==> src/rtl/fp16_result_collector.sv <==
// Collects byte-serial FP16 products (low byte first) into 16-bit words and
// queues them in a small FIFO with class-flag decode of the head word.
module fp16_result_collector #(
  parameter int unsigned DEPTH = 4
) (
  input  logic                     clk,
  input  logic                     rst_n,
  input  logic                     ena,
  input  logic                     clr,
  input  logic [7:0]               in_byte,
  input  logic                     in_valid,
  output logic [15:0]              out_data,
  output logic                     out_valid,
  input  logic                     out_ready,
  output logic                     out_is_nan,
  output logic                     out_is_inf,
  output logic                     out_is_zero,
  output logic [$clog2(DEPTH):0]   fifo_count,
  output logic                     overflow
);

  localparam int unsigned AW = (DEPTH > 1) ? $clog2(DEPTH) : 1;
  localparam int unsigned CW = $clog2(DEPTH) + 1;

  typedef enum logic {LOW = 1'b0, HIGH = 1'b1} phase_e;

  phase_e          phase_q, phase_d;
  logic [7:0]      low_byte_q, low_byte_d;
  logic [AW-1:0]   wr_ptr_q, wr_ptr_d;
  logic [AW-1:0]   rd_ptr_q, rd_ptr_d;
  logic [CW-1:0]   count_q, count_d;
  logic            overflow_q, overflow_d;
  logic [15:0]     mem_q [DEPTH];

  logic            push;
  logic            pop;
  logic [15:0]     word;
  logic [4:0]      head_exp;
  logic [9:0]      head_man;

  // Next-state: clr flushes regardless of ena; otherwise everything holds unless ena.
  always_comb begin
    phase_d    = phase_q;
    low_byte_d = low_byte_q;
    wr_ptr_d   = wr_ptr_q;
    rd_ptr_d   = rd_ptr_q;
    count_d    = count_q;
    overflow_d = overflow_q;
    push       = 1'b0;
    pop        = 1'b0;
    word       = {in_byte, low_byte_q};

    if (clr) begin
      phase_d    = LOW;
      low_byte_d = 8'h00;
      wr_ptr_d   = '0;
      rd_ptr_d   = '0;
      count_d    = '0;
      overflow_d = 1'b0;
    end else if (ena) begin
      pop = out_valid && out_ready;
      if (in_valid) begin
        if (phase_q == LOW) begin
          low_byte_d = in_byte;
          phase_d    = HIGH;
        end else begin
          phase_d = LOW;
          // A full FIFO still accepts the word when the head leaves this cycle.
          if ((count_q < CW'(DEPTH)) || pop) begin
            push = 1'b1;
          end else begin
            overflow_d = 1'b1;
          end
        end
      end
      if (push) wr_ptr_d = wr_ptr_q + AW'(1);
      if (pop)  rd_ptr_d = rd_ptr_q + AW'(1);
      case ({push, pop})
        2'b10:   count_d = count_q + CW'(1);
        2'b01:   count_d = count_q - CW'(1);
        default: count_d = count_q;
      endcase
    end
  end

  // State registers with synchronous active-low reset.
  always_ff @(posedge clk) begin
    if (!rst_n) begin
      phase_q    <= LOW;
      low_byte_q <= 8'h00;
      wr_ptr_q   <= '0;
      rd_ptr_q   <= '0;
      count_q    <= '0;
      overflow_q <= 1'b0;
    end else begin
      phase_q    <= phase_d;
      low_byte_q <= low_byte_d;
      wr_ptr_q   <= wr_ptr_d;
      rd_ptr_q   <= rd_ptr_d;
      count_q    <= count_d;
      overflow_q <= overflow_d;
    end
  end

  // Storage needs no reset: contents are only visible while count is non-zero.
  always_ff @(posedge clk) begin
    if (rst_n && push) begin
      mem_q[wr_ptr_q] <= word;
    end
  end

  assign out_valid   = (count_q != '0);
  assign out_data    = out_valid ? mem_q[rd_ptr_q] : 16'h0000;
  assign head_exp    = out_data[14:10];
  assign head_man    = out_data[9:0];
  assign out_is_nan  = out_valid && (head_exp == 5'h1F) && (head_man != 10'h000);
  assign out_is_inf  = out_valid && (head_exp == 5'h1F) && (head_man == 10'h000);
  assign out_is_zero = out_valid && (head_exp == 5'h00);
  assign fifo_count  = count_q;
  assign overflow    = overflow_q;

endmodule

==> config.mk <==
export PLATFORM = sky130hd
export DESIGN_NAME = fp16_result_collector
export DESIGN_NICKNAME = d
export VERILOG_FILES = /design/src/rtl/fp16_result_collector.sv
export SDC_FILE = /design/constraint.sdc
export NUM_CORES = 1
export LEC_CHECK = 0
export CORE_UTILIZATION = 40
export CTS_BUF_LIST = sky130_fd_sc_hd__clkbuf_8
export CTS_CLUSTER_DIAMETER = 60
export DETAILED_ROUTE_END_ITERATION = 7
export RECOVER_POWER = 100
export SYNTH_ARGS = -nofsm -noshare
export SYNTH_HDL_FRONTEND = slang
export SYNTH_SLANG_ARGS = --single-unit
==> constraint.sdc <==
create_clock -name clk -period 4.5 [get_ports clk]
set_clock_uncertainty 0.05 [all_clocks]
set_input_delay 0.45 -clock clk [delete_from_list [all_inputs] [get_ports clk]]
set_output_delay 0.45 -clock clk [all_outputs]
set_load 0.02 [all_outputs]
==> results of run 1 <==
-- final timing paths --
path,slack [ns],end,cells after the start
max,0.71,out_is_inf,6
min reg2reg,0.44,overflow$_SDFFE_PP0P_,2
min,0.44,overflow$_SDFFE_PP0P_,2
max reg2reg,2.11,fifo_count[2]$_SDFFE_PP0P_,9
-- critical path: stages (launching register included) --
cell	delay, ns
dfxtp_1	0.81
clkbuf_1	0.29
mux4_1	0.62
nor4_2	0.28
nand3_1	0.14
nor3_1	0.14
dlygate4sd3_1	0.69
-- sequential cells by signal (all words and copies together) (netlist names), named ones only --
name        cells
overflow        1
fifo_count      3
mem_q          64
wr_ptr_q        2
rd_ptr_q        2
low_byte_q      8
phase_q         1
-- report_power, final --
group	internal, mW	switching, mW
registers	0.822	0.00273
logic	0.0150	0.0198
clock network	0.259	0.259
-- kinds of logic (layout without fill, tap and decap cells) --
kind of cell,count (synthesis),in the layout,share of synthesized area [%]
muxes,17,17,12.5
adders and majority gates,6,6,2.45
xor gates and xnor gates,6,6,1.56
buffers and inverters,15,60,2.15
DFF,83,83,68.3
and+or+nand+nor,70,70,11.3
AOI/OAI and AO/OA,11,11,1.71
-- metrics by stage --
stage | hold slack [ns] | setup WS (ns) | utilization [%]
floorplan | 0.410 | 2.03 | -
global placement | 0.408 | 1.17 | 46.9
detailed placement | 0.420 | 1.15 | 46.9
CTS | 0.450 | 0.757 | 49.3
global route | 0.468 | 0.446 | 49.3
finish | 0.443 | 0.705 | 49.3
-- cells in the final DEF (no fill, tap or decap), drive strengths merged --
master	Yosys	final
ha	5	5
or4	1	1
and2	20	20
or2	1	1
xor2	3	3
nor4	2	2
dfxtp	19	19
nor3	1	1
nand2	20	20
nor2	13	13
inv	6	7
nand2b	2	2
clkinvlp	0	4
nor3b	2	2
edfxtp	64	64
mux2i	1	1
clkdlybuf4s50	0	4
a211oi	1	1
nand4	3	3
dlygate4sd3	0	33
clkinv	0	1
mux4	16	16
clkbuf	5	10
or3	1	1
bufinv	0	1
nor2b	1	1
fa	1	1
a21oi	10	10
nand3	3	3
xnor2	3	3
-- cell type report --
| type | instances | area [um^2] | area share (%) |
|---|---|---|---|
| Tap cell | 105 | 131 | 3.26 |
| Timing Repair Buffer | 38 | 374 | 9.29 |
| Inverter | 6 | 22.5 | 0.559 |
| Clock inverter | 7 | 77.6 | 1.93 |
| Sequential cell | 83 | 2300 | 57.1 |
| Multi-Input combinational cell | 110 | 997 | 24.8 |
| Clock buffer | 9 | 124 | 3.07 |
-- layer usage --
| layer | track usage (%) | up-vias | part of all wire [%] |
|---|---|---|---|
| met5 | 0 | - | 0 |
| met4 | 6.15 | 0 | 1.1 |
| met3 | 2.75 | 6 | 3.1 |
| met2 | 24.9 | 41 | 50 |
| met1 | 18.6 | 903 | 46 |
| li1 | - | 863 | - |
==> metrics.csv, run 1 <==
metric;value;unit
outcome;finished, final reports clean;
hold path start;overflow$_SDFFE_PP0P_;
PD cells;342;nW/um^2
mapped cell area;3370;um^2
count of final hold-check violations;0;
Hold Crit Class;reg2reg;
share of layout cells above drive strength 1;9.88;%
vias in the first global route;1847;
CTS-repair resized insts;0;
RR Startpoint;fifo_count[2]$_SDFFE_PP0P_;
largest cells by area after synthesis;edfxtp_1 (57%), dfxtp_1 (11%), mux4_1 (11%);
detailed-route via count;1813;
Final #Nets;268;
CTS Buffer Depth;2;
Seq/Total Area, Yosys;68.3;%
crit end category;primary output;
setup_tns;0;ns
Max-Cap Viols;0;
synthesis-stage register bit count;83;
die footprint;8800;um^2
Yosys top cell area share;57.0;%
Slew @ Worst Pin;1.25;ns
largest net degree at the start of global routing;22;
Tot Pwr;1.38;mW
critical path launch point type;register;
die width;93.8;um
RSZ-0062 raised after global routing;false;
n_diodes;0;
post-DP HPWL;3750;um
Core Region;8180;um^2
WS Path Type;reg2out;
TritonRoute pass-1 iters;4;
Post-synth top flop;edfxtp_1;
H-tree Lvls;3;
Finish-stage setup viols;0;
arrival time at the worst endpoint;3.29;ns
worst vdd ir;0.201;mV
asr flop ratio synth;0;%
count of clock tree sinks;83;
LEAKAGE;1.36;nW
commonest cells in the netlist;edfxtp_1 (64), nand2_1 (20), and2_1 (19), dfxtp_1 (19), mux4_1 (14);
Hold-fix buffers, CTS;0;
antenna-violating nets left;0;
DR WL/cell;15.8;um
worst skew pair latency;0.33;ns
Ports;38;
Final Cycle Share;84.3;%
synthesized netlist net count;228;
CP required;4.00;ns
first-pass GRT wire length;9320;um
Placed Area;3830;um^2
via/cell ratio;5.06;
relative slew slack;16.6;%
final instance area;4030;um^2
min Tclk post-route;3.79;ns
total setup buffers inserted after CTS;0;
CTS tree;done;
fmax;0.264;GHz
Routability Congestion;0.689;
Initial DRC Count;76;
row cnt;33;
final WL;5660;um
clock slew at reported path FFs;0.08;ns
All-Layer GR Usage;14.7;%
worst-path fanout max;13;
count leader, synth;edfxtp_1;
post-route insts no fill;358;
Area Overhead vs Synth;19.5;%
total grt overflow;0;
initial antenna violation count;0;
DRC viols;0;
fin. max-slew vios;0;
EDFF count, synth;64;
root buf cell;clkbuf_8;
gate count after technology mapping;208;
synthesized area per cell;16.2;um^2
Synth Warn #;0;
post-placement cell count;342;
area leader, netlist;edfxtp_1;
Fill cells;716;
CTS buffer count;9;
Starting Density;41.2;%
Yosys cell types;30;
DIE HEIGHT;93.8;um
I/O Buffers;37;
No activity file was read; power rests on OpenSTA's default activity.
==> run 2: changes to the inputs <==
==> constraint.sdc (replaced) <==
create_clock -name clk -period 3.9 [get_ports clk]
set_clock_uncertainty 0.05 [all_clocks]
set_input_delay 0.39 -clock clk [delete_from_list [all_inputs] [get_ports clk]]
set_output_delay 0.39 -clock clk [all_outputs]
set_load 0.02 [all_outputs]
==> run 2 against run 1 <==
Die area did not move; wire length rose by 0.16%; non-clock buffer count rose by 1; via count fell by 1.1%; sequential share of layout area fell by 0.37 points; hold slack got worse by 0.0087 ns; first-iteration DRC count fell by 9.2%; final area rose by 0.65%; critical path depth did not move; highest routed layer unchanged.
==> metrics.csv, run 2 (synthesis results as in run 1) <==
metric;value;unit
Hold Crit Class;reg2reg;
DR WL/cell;15.8;um
setup_tns;0;ns
worst-case reg-to-reg path depth;4;
first-pass GRT wire length;9320;um
Tot Pwr;1.67;mW
share of layout cells above drive strength 1;9.84;%
n_diodes;0;
final WL;5670;um
largest net degree at the start of global routing;22;
Core Region;8180;um^2
worst-path fanout max;12;
via/cell ratio;4.99;
CTS buffer count;9;
Setup WS post-layout;0.421;ns
DIE HEIGHT;93.8;um
Max-Cap Viols;0;
worst path bufs/invs;2;
Final #Nets;269;
Routability Congestion;0.647;
die footprint;8800;um^2
post-placement cell count;343;
vias in the first global route;1796;
min Tclk post-route;3.48;ns
post-layout util;49.6;%
Initial DRC Count;69;
final instance area;4060;um^2
Worst Setup EP;out_is_inf;
antenna-violating nets left;0;
initial antenna violation count;0;
commonest non-fill, non-tap cell in the layout;edfxtp_1;
crit end category;primary output;
Critical Path, Cell by Cell;buf_4 > mux4_1 > nor4_1 > nand3_1 > nor3_1 > clkdlybuf4s50_1;
die width;93.8;um
Finish-stage setup viols;0;
Final Cycle Share;89.2;%
PD cells;412;nW/um^2
reg2reg setup slack;1.55;ns
Most flops, register;mem_q;
Slew @ Worst Pin;1.26;ns
Crit-path slowest cell;clkdlybuf4s50_1;
RSZ-0062 raised after global routing;false;
worst hold slack;0.434;ns
post-route insts no fill;359;
LEAKAGE;1.38;nW
arrival time at the worst endpoint;3.04;ns
max reg flops;64;
Area Overhead vs Synth;20.3;%
critical path launch point type;register;
Reg-to-Reg End;mem_q[0][0]$_DFFE_PP_;
total setup buffers inserted after CTS;0;
CTS Buffer Depth;2;
peak per-stage delay on the critical path;0.63;ns
outcome;finished, final reports clean;
I/O Buffers;37;
clock slew at reported path FFs;0.08;ns
worst skew pair latency;0.35;ns
Ports;38;
Starting Density;41.2;%
relative slew slack;16.1;%
All-Layer GR Usage;15.1;%
row cnt;33;
count of clock tree sinks;83;
root buf cell;clkbuf_8;
Stages on worst setup path;6;
DRC viols;0;
RR Startpoint;fifo_count[2]$_SDFFE_PP0P_;
detailed-route via count;1793;
post-DP HPWL;3680;um
kind of cell adding the most delay to the critical path;buffers and inverters;
total grt overflow;0;
TritonRoute pass-1 iters;4;
Hold-fix buffers, CTS;0;
CP required;3.46;ns
CTS-repair resized insts;0;
fin. max-slew vios;0;
CTS tree;done;
fmax;0.287;GHz
Placed Area;3840;um^2
H-tree Lvls;3;
highest-count cells in the layout ignoring fill and taps;edfxtp_1 (64), dlygate4sd3_1 (31), nand2_1 (20), dfxtp_1 (19);
hold path cells;2;
worst vdd ir;0.192;mV
WS Path Type;reg2out;
count of final hold-check violations;0;
pre-CTS setup slack;0.814;ns
-- run 2: worst min-delay path by stage --
stage	startpoint	end
2_1_floorplan	low_byte_q[0]$_SDFFE_PP0P_	mem_q[0][0]$_DFFE_PP_
3_3_place_gp	overflow$_SDFFE_PP0P_	overflow$_SDFFE_PP0P_
3_5_place_dp	overflow$_SDFFE_PP0P_	overflow$_SDFFE_PP0P_
4_1_cts	overflow$_SDFFE_PP0P_	overflow$_SDFFE_PP0P_
5_1_grt	low_byte_q[1]$_SDFFE_PP0P_	mem_q[3][1]$_DFFE_PP_
6_report	overflow$_SDFFE_PP0P_	overflow$_SDFFE_PP0P_
-- run 2: final cells by class --
cell class	count	area, um^2
inverter	6	22.5
clock inverter	7	98.8
tap	105	131
clock buffer	9	124
sequential	83	2300
fill	725	4120
timing repair buffer	39	385
multi-input combinational	110	991
-- run 2: power breakdown --
part	total [mW]	leakage (nW)	switching, mW	internal (mW)
combinational	0.0410	0.515	0.0233	0.0178
sequential	0.951	0.754	0.00309	0.948
clock	0.677	0.111	0.311	0.366
total	1.67	1.38	0.337	1.33
-- run 2: worst register-to-register path: stages (launching register included) --
cell and delay, ns:
dfxtp_1 0.34, nand2b_1 0.12, nand4_1 0.20, nor2_1 0.25, and2_0 1.00
-- run 2: metal layers --
metal | up-vias | track usage (%) | routed length [um]
met3 | 11 | 3.88 | 232
met1 | 878 | 18.6 | 2540
met2 | 42 | 24.8 | 2800
li1 | 862 | - | -
met4 | 0 | 6.92 | 101
met5 | - | 0 | 0
